$ cat src/rtl/vga_fill_engine.sv
// Rectangle-fill engine feeding the VGA video-memory write port; CPU direct writes pass through with priority.
// Optional: define VGA_FILL_ABORT_EN to enable CTRL bit1 abort and the sticky aborted flag (CTRL read bit2).
module vga_fill_engine #(
  parameter int          screen_length   = 400,
  parameter int          screen_width    = 300,
  parameter int          X_WIDTH         = 11,
  parameter int          Y_WIDTH         = 11,
  parameter int          VMEM_ADDR_WIDTH = 32,
  parameter int unsigned VMEM_BASE       = 0
) (
  input  logic                       clk,
  input  logic                       reset,
  input  logic                       cfg_w_en,
  input  logic [1:0]                 cfg_addr,
  input  logic [31:0]                cfg_w_data,
  output logic [31:0]                cfg_r_data,
  input  logic                       cpu_w_en,
  input  logic [VMEM_ADDR_WIDTH-1:0] cpu_w_addr,
  input  logic [3:0]                 cpu_w_byte_en,
  input  logic [31:0]                cpu_w_data,
  output logic                       vga_w_en,
  output logic [VMEM_ADDR_WIDTH-1:0] vga_w_addr,
  output logic [3:0]                 vga_w_byte_en,
  output logic [31:0]                vga_w_data,
  output logic                       busy,
  output logic                       done
);

  typedef enum logic [1:0] {IDLE, RUN, DONE} state_t;

  localparam logic [X_WIDTH:0]         SCR_L     = (X_WIDTH+1)'(screen_length);
  localparam logic [Y_WIDTH:0]         SCR_W     = (Y_WIDTH+1)'(screen_width);
  localparam logic [X_WIDTH:0]         X_ONE     = (X_WIDTH+1)'(1);
  localparam logic [Y_WIDTH:0]         Y_ONE     = (Y_WIDTH+1)'(1);
  localparam logic [VMEM_ADDR_WIDTH-1:0] ROW_BYTES = VMEM_ADDR_WIDTH'(screen_length * 2);
  localparam logic [VMEM_ADDR_WIDTH-1:0] BASE      = VMEM_ADDR_WIDTH'(VMEM_BASE);

  state_t state_q, state_d;

  logic [X_WIDTH-1:0] org_x_q, size_w_q;
  logic [Y_WIDTH-1:0] org_y_q, size_h_q;
  logic [11:0]        color_q, color_run_q;

  logic [X_WIDTH:0]   xs_q, xe_q, x_q, x_sum;
  logic [Y_WIDTH:0]   ye_q, y_q, y_sum;
  logic [VMEM_ADDR_WIDTH-1:0] row_base_q;

  logic start_req, start_go, abort_req, rect_empty;
  logic last_col, last_pix;
  logic sticky_done_q, aborted_q, done_q;

  logic                       vld_p0;
  logic [VMEM_ADDR_WIDTH-1:0] pix_addr_p0;
  logic [3:0]                 pix_be_p0;
  logic [31:0]                pix_data_p0;

  logic unused_cfg;
  assign unused_cfg = &{1'b0, cfg_w_data};

  function automatic logic [X_WIDTH:0] sat_x(input logic [X_WIDTH:0] v);
    return (v > SCR_L) ? SCR_L : v;
  endfunction

  function automatic logic [Y_WIDTH:0] sat_y(input logic [Y_WIDTH:0] v);
    return (v > SCR_W) ? SCR_W : v;
  endfunction

  // Register file; geometry writes during a fill only touch these, never the working copies.
  always_ff @(posedge clk) begin
    if (reset) begin
      org_x_q  <= '0;
      org_y_q  <= '0;
      size_w_q <= '0;
      size_h_q <= '0;
      color_q  <= '0;
    end else if (cfg_w_en) begin
      case (cfg_addr)
        2'd0: begin
          org_x_q <= cfg_w_data[X_WIDTH-1:0];
          org_y_q <= cfg_w_data[Y_WIDTH+15:16];
        end
        2'd1: begin
          size_w_q <= cfg_w_data[X_WIDTH-1:0];
          size_h_q <= cfg_w_data[Y_WIDTH+15:16];
        end
        2'd2:    color_q <= cfg_w_data[11:0];
        default: ;
      endcase
    end
  end

  assign start_req = cfg_w_en && (cfg_addr == 2'd3) && cfg_w_data[0];
  assign start_go  = (state_q == IDLE) && start_req;

`ifdef VGA_FILL_ABORT_EN
  assign abort_req = cfg_w_en && (cfg_addr == 2'd3) && cfg_w_data[1] && (state_q == RUN);

  always_ff @(posedge clk) begin
    if (reset)          aborted_q <= 1'b0;
    else if (start_go)  aborted_q <= 1'b0;
    else if (abort_req) aborted_q <= 1'b1;
  end
`else
  assign abort_req = 1'b0;
  assign aborted_q = 1'b0;
`endif

  // Sums are one bit wider than the fields so clipping never sees a wrapped end coordinate.
  assign x_sum      = {1'b0, org_x_q} + {1'b0, size_w_q};
  assign y_sum      = {1'b0, org_y_q} + {1'b0, size_h_q};
  assign rect_empty = (size_w_q == '0) || (size_h_q == '0) ||
                      ({1'b0, org_x_q} >= SCR_L) || ({1'b0, org_y_q} >= SCR_W);

  assign last_col = (x_q == xe_q - X_ONE);
  assign last_pix = last_col && (y_q == ye_q - Y_ONE);

  // p0: pixel generation; stalls whenever the CPU owns the write port.
  assign vld_p0      = (state_q == RUN) && !cpu_w_en && !abort_req;
  assign pix_addr_p0 = row_base_q + VMEM_ADDR_WIDTH'({x_q, 1'b0});
  assign pix_be_p0   = x_q[0] ? 4'b1100 : 4'b0011;
  assign pix_data_p0 = x_q[0] ? {4'b0, color_run_q, 16'b0} : {20'b0, color_run_q};

  always_comb begin
    state_d = state_q;
    case (state_q)
      IDLE:    if (start_req) state_d = rect_empty ? DONE : RUN;
      RUN:     if (abort_req || (vld_p0 && last_pix)) state_d = DONE;
      DONE:    state_d = IDLE;
      default: state_d = IDLE;
    endcase
  end

  always_ff @(posedge clk) begin
    if (reset) state_q <= IDLE;
    else       state_q <= state_d;
  end

  // Working copies: row base steps by one row with an adder, never a runtime multiply.
  always_ff @(posedge clk) begin
    if (start_go) begin
      xs_q        <= {1'b0, org_x_q};
      x_q         <= {1'b0, org_x_q};
      y_q         <= {1'b0, org_y_q};
      xe_q        <= sat_x(x_sum);
      ye_q        <= sat_y(y_sum);
      row_base_q  <= BASE + VMEM_ADDR_WIDTH'(org_y_q) * ROW_BYTES;
      color_run_q <= color_q;
    end else if (vld_p0) begin
      if (last_col) begin
        x_q        <= xs_q;
        y_q        <= y_q + Y_ONE;
        row_base_q <= row_base_q + ROW_BYTES;
      end else begin
        x_q <= x_q + X_ONE;
      end
    end
  end

  // p1: registered write port; CPU writes take absolute priority.
  always_ff @(posedge clk) begin
    if (reset) begin
      vga_w_en      <= 1'b0;
      vga_w_addr    <= '0;
      vga_w_byte_en <= '0;
      vga_w_data    <= '0;
    end else if (cpu_w_en) begin
      vga_w_en      <= 1'b1;
      vga_w_addr    <= cpu_w_addr;
      vga_w_byte_en <= cpu_w_byte_en;
      vga_w_data    <= cpu_w_data;
    end else if (vld_p0) begin
      vga_w_en      <= 1'b1;
      vga_w_addr    <= pix_addr_p0;
      vga_w_byte_en <= pix_be_p0;
      vga_w_data    <= pix_data_p0;
    end else begin
      vga_w_en <= 1'b0;
    end
  end

  always_ff @(posedge clk) begin
    if (reset) begin
      done_q        <= 1'b0;
      sticky_done_q <= 1'b0;
    end else begin
      done_q <= (state_q == DONE);
      if (start_go)                sticky_done_q <= 1'b0;
      else if (state_q == DONE)    sticky_done_q <= 1'b1;
    end
  end

  assign done = done_q;
  assign busy = (state_q == RUN);

  always_comb begin
    cfg_r_data = '0;
    case (cfg_addr)
      2'd0: begin
        cfg_r_data[X_WIDTH-1:0]     = org_x_q;
        cfg_r_data[Y_WIDTH+15:16]   = org_y_q;
      end
      2'd1: begin
        cfg_r_data[X_WIDTH-1:0]     = size_w_q;
        cfg_r_data[Y_WIDTH+15:16]   = size_h_q;
      end
      2'd2:    cfg_r_data[11:0] = color_q;
      default: cfg_r_data[2:0]  = {aborted_q, sticky_done_q, busy};
    endcase
  end

endmodule

$ cat config.mk
export PLATFORM = sky130hd
export DESIGN_NAME = vga_fill_engine
export DESIGN_NICKNAME = d
export VERILOG_FILES = /design/src/rtl/vga_fill_engine.sv
export SDC_FILE = /design/constraint.sdc
export NUM_CORES = 1
export LEC_CHECK = 0
export BUFFER_PORTS_ARGS = -buffer_cell sky130_fd_sc_hd__buf_4
export CAP_MARGIN = 25
export CORE_ASPECT_RATIO = 1.5
export CORE_UTILIZATION = 53
export DETAILED_ROUTE_END_ITERATION = 10
export PLACE_DENSITY = 0.82
export SLEW_MARGIN = 10
export SYNTH_ARGS = -nofsm -noshare
export SYNTH_HDL_FRONTEND = slang
export SYNTH_SLANG_ARGS = --single-unit
$ cat constraint.sdc
create_clock -name clk -period 7.4 [get_ports clk]
set_clock_uncertainty 0.2 [all_clocks]
set_input_delay 0.74 -clock clk [delete_from_list [all_inputs] [get_ports clk]]
set_output_delay 0.74 -clock clk [all_outputs]
set_load 0.03 [all_outputs]
# Word-level counts from Yosys, hierarchy flattened
# Index checks and enable logic that the tools add are counted.
[totals]
register_bits = 232
latch_bits = 0
ram_bits = 0
romBits = 0
memories = 0
[op_classes]
add_sub_neg = 8
multipliers = 1
div_mod_pow = 0
n_lt_le_gt_ge = 4
n_eq_ne = 9
shifts = 0
muxes = 27
n_bitwise = 0
n_reduce_logical = 24
[op_table]
columns = ["operator", "count"]
rows = [
  ["$mux W32", 4],
  ["$mux W21", 3],
  ["$mux W11", 5],
  ["$add A32 B10 Y32 const B", 1],
  ["$add A32 B13 Y32", 1],
  ["$mux W28", 1],
  ["$add A11 B11 Y12", 2],
  ["$add A12 B1 Y12 const B", 2],
  ["$eq A12 B12 Y1", 2],
  ["$gt A12 B9 Y1 const B", 2],
  ["$pmux W8 S3", 1],
  ["$sub A12 B1 Y12 const B", 2],
  ["$ge A11 B9 Y1 const B", 2],
  ["$logic_not A11 Y1", 2],
  ["$pmux W11 S2", 1],
  ["$mul A11 B5 Y16 const B", 1],
  ["$mux W12", 1],
  ["$mux W4", 3],
  ["$reduce_and A2 Y1", 6],
  ["$pmux W3 S3", 1],
  ["$eq A2 B2 Y1 const B", 3],
  ["$logic_and A1 B1 Y1", 6],
  ["$mux W2", 3],
  ["$reduce_bool A2 Y1", 3],
  ["9 further kinds", 15],
]

# Logic depth before layout (Yosys ltp)
# Gate-level depths: netlist of the first run.
[depth]
depth_word = 7
ltp_mapped = 15

# Least setup slack after synthesis of the first run
# No wires, ideal clock.
[synth_path]
kind = "flip-flop to flip-flop"
start = "register xe_q[2]"
end = "register row_base_q[10] (enable)"
setup_time_ps = 449
t_arrival_ps = 4163
required_time_ps = 6751
setup_slack_ps = 2588
stages_incl_launch_ff = 10
n_path_buf = 3
synth_period_minus_slack_ps = 4812
cell_sequence = "edfxtp_1 -> buf_6 -> or4_1 -> clkbuf_2 -> nor4_1 -> nand3b_1 -> a32oi_1 -> a2111o_1 -> buf_4 -> o21ai_0"
[synth_between]
elab_chain_len = 4
[synth_rtl]
columns = ["item", "line", "rtl"]
rows = [
  ["from (decl)", "44", "logic [X_WIDTH:0] xs_q, xe_q, x_q, x_sum;"],
  ["from (signal assigned)", "144", "xe_q <= sat_x(x_sum);"],
  ["$sub A12 B1 Y12", "114", "assign last_col = (x_q == xe_q - X_ONE);"],
  ["$eq A12 B12 Y1", "114", ""],
  ["$reduce_bool A2 Y1 (no source line)", "--", ""],
  ["$reduce_and A2 Y1 (no source line)", "--", ""],
  ["to (signal assigned)", "146", "row_base_q <= BASE + VMEM_ADDR_WIDTH'(org_y_q) * ROW_BYTES;"],
  ["to (signal assigned)", "152", "row_base_q <= row_base_q + ROW_BYTES;"],
  ["to (decl)", "46", "logic [VMEM_ADDR_WIDTH-1:0] row_base_q;"],
]
# Every way passes these cells.
# A chain may end at the register's enable or synchronous reset.

# Worst setup path after layout of the first run
[layout_path]
start = "register org_y_q[4]"
end = "register row_base_q[20] (data pin)"
[layout_between]
elab_chain_len = 2
[layout_rtl]
columns = ["item", "line", "rtl"]
rows = [
  ["from (decl)", "41", "logic [Y_WIDTH-1:0] org_y_q, size_h_q;"],
  ["from (signal assigned)", "80", "org_y_q <= cfg_w_data[Y_WIDTH+15:16];"],
  ["$mul A11 B5 Y16", "146", ""],
  ["$mux W21", "140", "if (start_go) begin"],
]
# Every way passes these cells.

==> flow_metrics.env, run 1 <==
export IMPL_drt_pass1_iterations=6
export IMPL_cp_data_required_time_ps=7430
export IMPL_post_route_util=0.632
export IMPL_setup_tns_ps=0
export IMPL_coreArea_um2=25100
export IMPL_grt_antenna_before_repair=1
export IMPL_worst_slack_ps=3330
export IMPL_drc=0
export IMPL_peakVddDrop_mv=0.180
export IMPL_power_density_nw_per_um2=180
export IMPL_maxSlewHeadroom=0.346
export IMPL_power_w=0.00286
export IMPL_wl_um=35700
export IMPL_synth_cells=1562
export IMPL_path_clk_slew_ps=60
export IMPL_avgSynthCellArea_um2=8.66
export IMPL_synth_simple_area_share=0.212
export IMPL_met2RoutedLength_um=17900
export IMPL_numCtsBuffers=22
export IMPL_post_cts_buffers=0
export IMPL_synthAdderAreaFrac=0.0892
export IMPL_critPathSlowestCell="dfxtp_1"
export IMPL_ys_seq_elements=227
export IMPL_synth_top_family_by_area="simple AND/OR/NAND/NOR gates"
export IMPL_gp_congestion=0.896
export IMPL_post_route_period_util=0.550
export IMPL_grt_overflow_total=0
export IMPL_fillers=2056
export IMPL_hold_start="cpu_w_data[9]"
export IMPL_crit_type="reg -> reg"
export IMPL_critPathCaptureType="register"
export IMPL_hold_viol=0
export IMPL_maxSlewViolCount=0
export IMPL_wl_per_cell_um=17.4
export IMPL_worst_path_max_fanout=8
export IMPL_vias=11991
export IMPL_synth_warning_count=0
export IMPL_fin_nets=1908
export IMPL_synth_cell_types=69
export IMPL_synth_compound_area_frac=0.144
export IMPL_synth_area_leaders="dfxtp_1, edfxtp_1, ha_1"
export IMPL_fmax_mhz=246
export IMPL_cp_start_kind="register"
export IMPL_r2r_start="org_y_q[4]"
export IMPL_die_h_um=198
export IMPL_num_rows=71
export IMPL_cts_buffer_depth=3
export IMPL_synthArstFlopShare=0
export IMPL_final_layout_size_suffix_gt1_frac=0.149
export IMPL_dpl_hpwl_um=25600
export IMPL_synth_ff_type="dfxtp_1"
export IMPL_synth_mux_area_frac=0.0419
export IMPL_hold_buffers=0
export IMPL_crit_path_cell_trace="inv_1 > ha_1 > inv_1 > ha_1 > inv_1 > fa_1 > inv_1 > ha_1 > or3_1 > o221a_2 > o41ai_1 > o21ai_0 > xnor2_1 > o21ai_0"
export IMPL_numPortBuffers=190
export IMPL_htree_levels=1
export IMPL_status="finished, final reports clean"
export IMPL_finalCriticalPeriod_ps=4070
export IMPL_grt_pass1_vias=11645
export IMPL_grt_pass1_wl_um=56500
export IMPL_cp_arrival_ps=4100
export IMPL_power_leakage_nw=6.70
export IMPL_drt_iter0_drc=809
export IMPL_cts_sink_count=227
export IMPL_crit_path_max_incr_delay_ps=560
export IMPL_maxCapViolCount=0
export IMPL_tightest_slew_ps=979
export IMPL_ios=209
export IMPL_routed_wl_met3_um=2170
export IMPL_finalSetupViolations=0
export IMPL_area_growth_pct=17.0
export IMPL_synth_seq_area_share=0.399
export IMPL_dpl_instance_area_um2=15100
export IMPL_rsz0062_at_grt="no"
export IMPL_track_usage=0.265
export IMPL_dieWidth_um=132
export IMPL_dp_slack_ps=3330
export IMPL_cpMostUsedCell="inv_1"
export IMPL_clock_latency_ps=520
export IMPL_start_util=0.540
export IMPL_grt_max_degree=96
export IMPL_cts_tree="built"
export IMPL_synth_top_area_frac=0.210
export IMPL_critPathLaunch="org_y_q[4]"
export IMPL_synth_xor_area_frac=0.0667
export IMPL_fin_area_um2=15800
export IMPL_drt_met1_wl_um=14100
export IMPL_cts_repair_resized=0
export IMPL_synth_edff_count=85
export IMPL_min_path_type="in -> reg"
export IMPL_top_layer="met4"
export IMPL_detail_route_antenna_nets=0
export IMPL_synth_top_cell_by_area="dfxtp_1"
export IMPL_vias_per_cell=5.84
export IMPL_die_area_um2=26200
export IMPL_cts_root_buf="clkbuf_16"
export IMPL_synth_area_um2=13500
-- cells in the final DEF, fill, tap and decap left out, types with 11 or more instances in the layout --
cell type / synthesis / layout
nand2_1: 242 / 242
buf_4: 11 / 201
a21oi_1: 145 / 145
dfxtp_1: 142 / 142
nor2_1: 137 / 137
edfxtp_1: 85 / 85
ha_1: 82 / 82
xnor2_1: 67 / 67
inv_1: 65 / 64
o21ai_0: 63 / 62
mux2i_1: 51 / 51
nand3_1: 50 / 50
xor2_1: 36 / 36
nor3_1: 35 / 35
clkbuf_16: 0 / 23
nand4_1: 20 / 20
and3_1: 17 / 17
nand2b_1: 17 / 16
conb_1: 1 / 15
nand3b_1: 13 / 13
nor2b_1: 12 / 12
o211ai_1: 12 / 12
nor4_1: 11 / 11
-- worst max-delay path: cells and delay by family (launching register included) --
kind | cells | cell delay [ps]
adders and majority gates | 4 | 1310
xor gates and xnor gates | 1 | 160
DFF | 1 | 560
buffers and inverters | 4 | 290
AOI/OAI and AO/OA | 4 | 930
and+or+nand+nor | 1 | 350
-- worst paths after layout --
| check | slack (ps) | depth (start not counted) | to |
|---|---|---|---|
| max | 3330 | 14 | row_base_q[20] |
| min | 220 | 3 | vga_w_data[9] |
| max reg2reg | 3330 | 14 | row_base_q[20] |
| min reg2reg | 280 | 1 | vga_w_data[30] |
-- sequential cells by signal, summed over array words and instances, names as in the netlist --
name	count
vga_w_addr	32
vga_w_data	32
row_base_q	27
color_q	12
color_run_q	12
x_q	12
xe_q	12
y_q	12
ye_q	12
org_x_q	11
org_y_q	11
size_h_q	11
size_w_q	11
xs_q	11
vga_w_byte_en	4
state_q	2
done	1
sticky_done_q	1
vga_w_en	1
-- final cells by class --
| type | instances | area (um^2) | area share |
|---|---|---|---|
| multi-input cells | 1192 | 7540 | 0.477 |
| flip-flops and latches | 227 | 5400 | 0.341 |
| repair buffers | 202 | 1540 | 0.0971 |
| clock buffers | 33 | 647 | 0.0409 |
| well taps | 328 | 410 | 0.0259 |
| inverters | 66 | 248 | 0.0157 |
| clock inverters | 6 | 42.5 | 0.00269 |
| diodes | 1 | 2.50 | 0.000158 |
-- cell usage after synthesis (36+ instances only) --
master	instances
nand2_1	242
a21oi_1	145
dfxtp_1	142
nor2_1	137
edfxtp_1	85
ha_1	82
clkbuf_1	70
xnor2_1	67
inv_1	65
o21ai_0	63
mux2i_1	51
nand3_1	50
xor2_1	36
-- metrics by stage --
stage                     instances  hold slack, ps
final                          2055             224
after global routing           2054             228
after CTS                      2053             210
after detailed placement       2014             257
after global placement         2014             259
after floorplan                1576             223
-- logic make-up (layout without fill, tap and decap cells) --
group / count (synthesis) / after routing
simple gates: 611 / 611
compound gates: 318 / 318
flops: 227 / 227
buf+inv: 157 / 307
xor+xnor: 103 / 103
fa+ha+maj: 91 / 91
mux: 54 / 54
other cells: 1 / 16
-- report_power, final --
part,switching [W],internal (W)
combinational,0.000228,0.000156
clock,0.000478,0.000607
sequential,0.0000443,0.00134
-- per-layer routing --
metal	track usage	vias up
met4	0.131	0
met2	0.485	476
met5	0	-
li1	-	5790
met1	0.303	5627
met3	0.0316	98
(Power assumes the default switching activity.)
==> inputs of run 2 (changes only) <==
- clock period: 7.4 -> 4.2 ns (I/O delays scaled with it)
==> flow_metrics.env, run 2 (synthesis gave the netlist of run 1 again) <==
export IMPL_finalSetupViolations=0
export IMPL_cts_root_buf="clkbuf_16"
export IMPL_ios=209
export IMPL_cp_data_required_time_ps=4270
export IMPL_maxCapViolCount=0
export IMPL_numPortBuffers=190
export IMPL_numCtsBuffers=23
export IMPL_diodes=0
export IMPL_clock_latency_ps=530
export IMPL_crit_end="row_base_q[17]"
export IMPL_final_layout_size_suffix_gt1_frac=0.149
export IMPL_worst_r2r_path_depth=12
export IMPL_fmax_mhz=262
export IMPL_post_route_period_util=0.908
export IMPL_grt_antenna_before_repair=0
export IMPL_maxSlewViolCount=0
export IMPL_status="finished, final reports clean"
export IMPL_hold_viol=0
export IMPL_reg_top3="vga_w_addr (32), vga_w_data (32), row_base_q (27)"
export IMPL_finalCriticalPeriod_ps=3810
export IMPL_wl_um=39700
export IMPL_die_area_um2=26200
export IMPL_gp_congestion=0.919
export IMPL_fin_area_um2=16900
export IMPL_detail_route_antenna_nets=0
export IMPL_rsz0062_at_grt="no"
export IMPL_wl_per_cell_um=18.4
export IMPL_rrSetupSlack_ps=390
export IMPL_drt_iter0_drc=791
export IMPL_holdWs_ps=41.8
export IMPL_worst_path_max_fanout=7
export IMPL_peakVddDrop_mv=0.345
export IMPL_area_growth_pct=25.0
export IMPL_cts_repair_resized=0
export IMPL_start_util=0.540
export IMPL_most_common_layout_cells="nand2_1, buf_4, a21oi_1, dfxtp_1, nor2_1"
export IMPL_post_route_util=0.675
export IMPL_grt_pass1_wl_um=63600
export IMPL_grt_pass1_vias=12470
export IMPL_htree_levels=1
export IMPL_dpl_instance_area_um2=15200
export IMPL_critPathCaptureType="register"
export IMPL_critPathLaunch="org_y_q[1]"
export IMPL_drt_pass1_iterations=5
export IMPL_crit_type="reg -> reg"
export IMPL_grt_overflow_total=0
export IMPL_tightest_slew_ps=1050
export IMPL_cts_sink_count=227
export IMPL_cts_tree="built"
export IMPL_rr_endpoint="row_base_q[17]"
export IMPL_die_h_um=198
export IMPL_power_density_nw_per_um2=317
export IMPL_final_common_cell="nand2_1"
export IMPL_hold_buffers=90
export IMPL_r2r_start="org_y_q[1]"
export IMPL_vias=12619
export IMPL_fin_nets=2009
export IMPL_coreArea_um2=25100
export IMPL_post_cts_buffers=0
export IMPL_track_usage=0.302
export IMPL_num_rows=71
export IMPL_drc=0
export IMPL_cts_buffer_depth=3
export IMPL_path_clk_slew_ps=60
export IMPL_setup_tns_ps=0
export IMPL_power_leakage_nw=7.19
export IMPL_cp_start_kind="register"
export IMPL_grt_max_degree=87
export IMPL_maxSlewHeadroom=0.297
export IMPL_cp_arrival_ps=3890
export IMPL_dieWidth_um=132
export IMPL_min_path_type="in -> reg"
export IMPL_vias_per_cell=5.85
export IMPL_dpl_hpwl_um=26900
run 2: cell count changes in the layout (fill, tap and decap cells not counted), moves of 3 or more:
| cell | delta |
|---|---|
| clkinv_1 | +3 |
| buf_4 | +10 |
| clkbuf_1 | -6 |
| dlygate4sd3_1 | +90 |
| clkbuf_16 | +4 |
run 2: layout make-up:
type	count	area (um^2)
clock buffer	31	722
clock inverter	11	83.8
fill	1939	8140
inverter	66	248
multi-input combinational	1192	7540
sequential	227	5400
tap	328	410
timing repair buffer	302	2500
run 2: through the flow:
stage / total power, W / setup WS [ps] / instances
3_5_place_dp: 0.00316 / 413 / 2025
3_3_place_gp: 0.00314 / 506 / 2025
5_1_grt: 0.00555 / 207 / 2157
6_report: 0.00537 / 386 / 2157
2_1_floorplan: 0.00290 / 123 / 1576
4_1_cts: 0.00537 / 388 / 2157
run 2: worst max-delay path: stages (launching register included):
cell      delay [ps]
dfxtp_1          540
inv_1            160
ha_1             320
ha_1             290
ha_1             230
fa_1             420
a21o_1           190
a21o_1           210
a211oi_1         310
o21bai_1         150
a21oi_1          190
xnor2_1           80
mux2_2           250
run 2: worst min path at each step:
stage | start | to | slack [ps] | cells after the start
after detailed placement | color_q[11] | color_run_q[11] | 260 | 0
after global routing | cpu_w_addr[12] | vga_w_addr[12] | 70 | 4
after floorplan | color_q[11] | color_run_q[11] | 220 | 0
after CTS | cpu_w_addr[12] | vga_w_addr[12] | 40 | 4
final | cpu_w_addr[12] | vga_w_addr[12] | 40 | 4
after global placement | vga_w_data[30] | vga_w_data[30] | 260 | 1
run 2: report_power, final:
part	internal (W)	total (W)	switching, W
clock network	0.00127	0.00216	0.000888
logic	0.000332	0.000771	0.000438
registers	0.00236	0.00244	0.0000744
run 2: layer usage:
layer	vias up	GRT usage	routed length (um)
li1	5995	-	-
met1	5963	0.351	15400
met2	539	0.556	20300
met3	122	0.0267	2240
met4	0	0.144	1830
met5	-	0	0
==> inputs of run 3 (changes only) <==
- CORE_UTILIZATION: 53 -> 30
- PLACE_DENSITY: 0.82 -> 0.55
==> flow_metrics.env, run 3 (synthesis gave the netlist of run 1 again) <==
export IMPL_hold_viol=0
export IMPL_vias_per_cell=5.03
export IMPL_reg_top3="vga_w_addr (32), vga_w_data (32), row_base_q (27)"
export IMPL_rsz0062_at_grt="no"
export IMPL_grt_busiest_layer="met2"
export IMPL_min_path_type="in -> reg"
export IMPL_maxSlewViolCount=0
export IMPL_use_met1=0.218
export IMPL_status="finished, final reports clean"
export IMPL_die_area_um2=46000
export IMPL_cp_arrival_ps=3890
export IMPL_grtUsageMet3=0.0203
export IMPL_area_growth_pct=27.6
export IMPL_setup_tns_ps=0
export IMPL_finalSetupViolations=0
export IMPL_cp_start_kind="register"
export IMPL_cts_root_buf="clkbuf_16"
export IMPL_wl_per_cell_um=16.7
export IMPL_power_density_nw_per_um2=312
export IMPL_cts_buffer_depth=3
export IMPL_final_common_cell="nand2_1"
export IMPL_r2r_start="org_y_q[5]"
export IMPL_htree_levels=1
export IMPL_clock_latency_ps=550
export IMPL_dpl_hpwl_um=29400
export IMPL_hold_start="cfg_w_en"
export IMPL_fillers=4474
export IMPL_tightest_slew_ps=997
export IMPL_critPathCaptureType="register"
export IMPL_num_rows=94
export IMPL_most_common_layout_cells="nand2_1, buf_4, a21oi_1, dfxtp_1, nor2_1"
export IMPL_grt_max_degree=84
export IMPL_ios=209
export IMPL_hold_depth=4
export IMPL_grt_use_met2=0.301
export IMPL_numCtsBuffers=25
export IMPL_grt_pass1_wl_um=63800
export IMPL_diodes=0
export IMPL_peakVddDrop_mv=0.285
export IMPL_fmax_mhz=264
export IMPL_gp_congestion=0.849
export IMPL_dp_slack_ps=361
export IMPL_finalCriticalPeriod_ps=3790
export IMPL_rrSetupSlack_ps=410
export IMPL_worst_r2r_path_depth=13
export IMPL_die_h_um=262
export IMPL_grt_antenna_before_repair=0
export IMPL_cts_repair_resized=0
export IMPL_final_layout_size_suffix_gt1_frac=0.150
export IMPL_dieWidth_um=175
export IMPL_track_usage=0.172
export IMPL_drt_iter0_drc=674
export IMPL_numPortBuffers=190
export IMPL_worst_slack_ps=408
export IMPL_coreArea_um2=44200
export IMPL_fin_nets=2017
export IMPL_post_route_period_util=0.903
export IMPL_wl_um=40300
export IMPL_maxCapViolCount=0
export IMPL_grt_pass1_vias=11944
export IMPL_critPathLaunch="org_y_q[5]"
export IMPL_drc=0
export IMPL_crit_type="reg -> reg"
export IMPL_grt_overflow_total=0
export IMPL_detail_route_antenna_nets=0
export IMPL_cp_data_required_time_ps=4290
export IMPL_start_util=0.306
export IMPL_cts_tree="built"
export IMPL_power_leakage_nw=7.21
export IMPL_maxSlewHeadroom=0.334
export IMPL_path_clk_slew_ps=60
export IMPL_cts_sink_count=227
export IMPL_worst_path_max_fanout=9
export IMPL_vias=12141
export IMPL_drt_pass1_iterations=7
==> run 3: metal layers <==
metal  part of all wire  wire, um
met1               0.45     18000
met2               0.48     19400
met3              0.047      1900
met4              0.027      1070
met5                  0         0
==> run 3: power breakdown <==
| part | leakage, nW | internal (W) | switching (W) |
|---|---|---|---|
| registers | 1.91 | 0.00236 | 0.0000709 |
| clock network | 0.394 | 0.00125 | 0.000940 |
| logic | 4.90 | 0.000335 | 0.000432 |
==> run 3: repair_timing <==
item / 4_1_cts / 5_1_grt
buffers inserted: 0 / 0
endpoints found under the hold margin: 124 / 0
hold buffers: 91 / 0
==> run 3: critical path: stages (launching register included) <==
cell and delay, ps:
dfxtp_1 430, ha_1 350, inv_1 40, ha_1 270, inv_1 50, fa_1 500
inv_1 40, ha_1 230, or3_1 350, o221a_2 280, o41ai_1 390, o21ai_0 170
xnor2_1 170, o21ai_0 80
==> run 3: final timing paths <==
check | to
max | row_base_q[20]
min | sticky_done_q
max reg2reg | row_base_q[20]
min reg2reg | color_run_q[1]
==> run 3: cell type report <==
type                       instances  area, um^2  share of cell area
multi-input combinational       1192        7540               0.437
sequential                       227        5400               0.312
timing repair buffer             308        2550               0.148
tap                              576         721              0.0417
clock buffer                      35         714              0.0414
inverter                          66         248              0.0143
clock inverter                    11        93.8             0.00543
==> run 3: through the flow <==
step	total power [W]	util	instances	cell area (um^2)	hold slack, ps
after global placement	0.00317	0.351	2276	15500	255
after detailed placement	0.00318	0.351	2276	15500	256
final	0.00539	0.391	2415	17300	125
after floorplan	0.00290	-	1576	13600	223
after CTS	0.00546	0.390	2413	17300	98.7
after global routing	0.00562	0.391	2415	17300	141
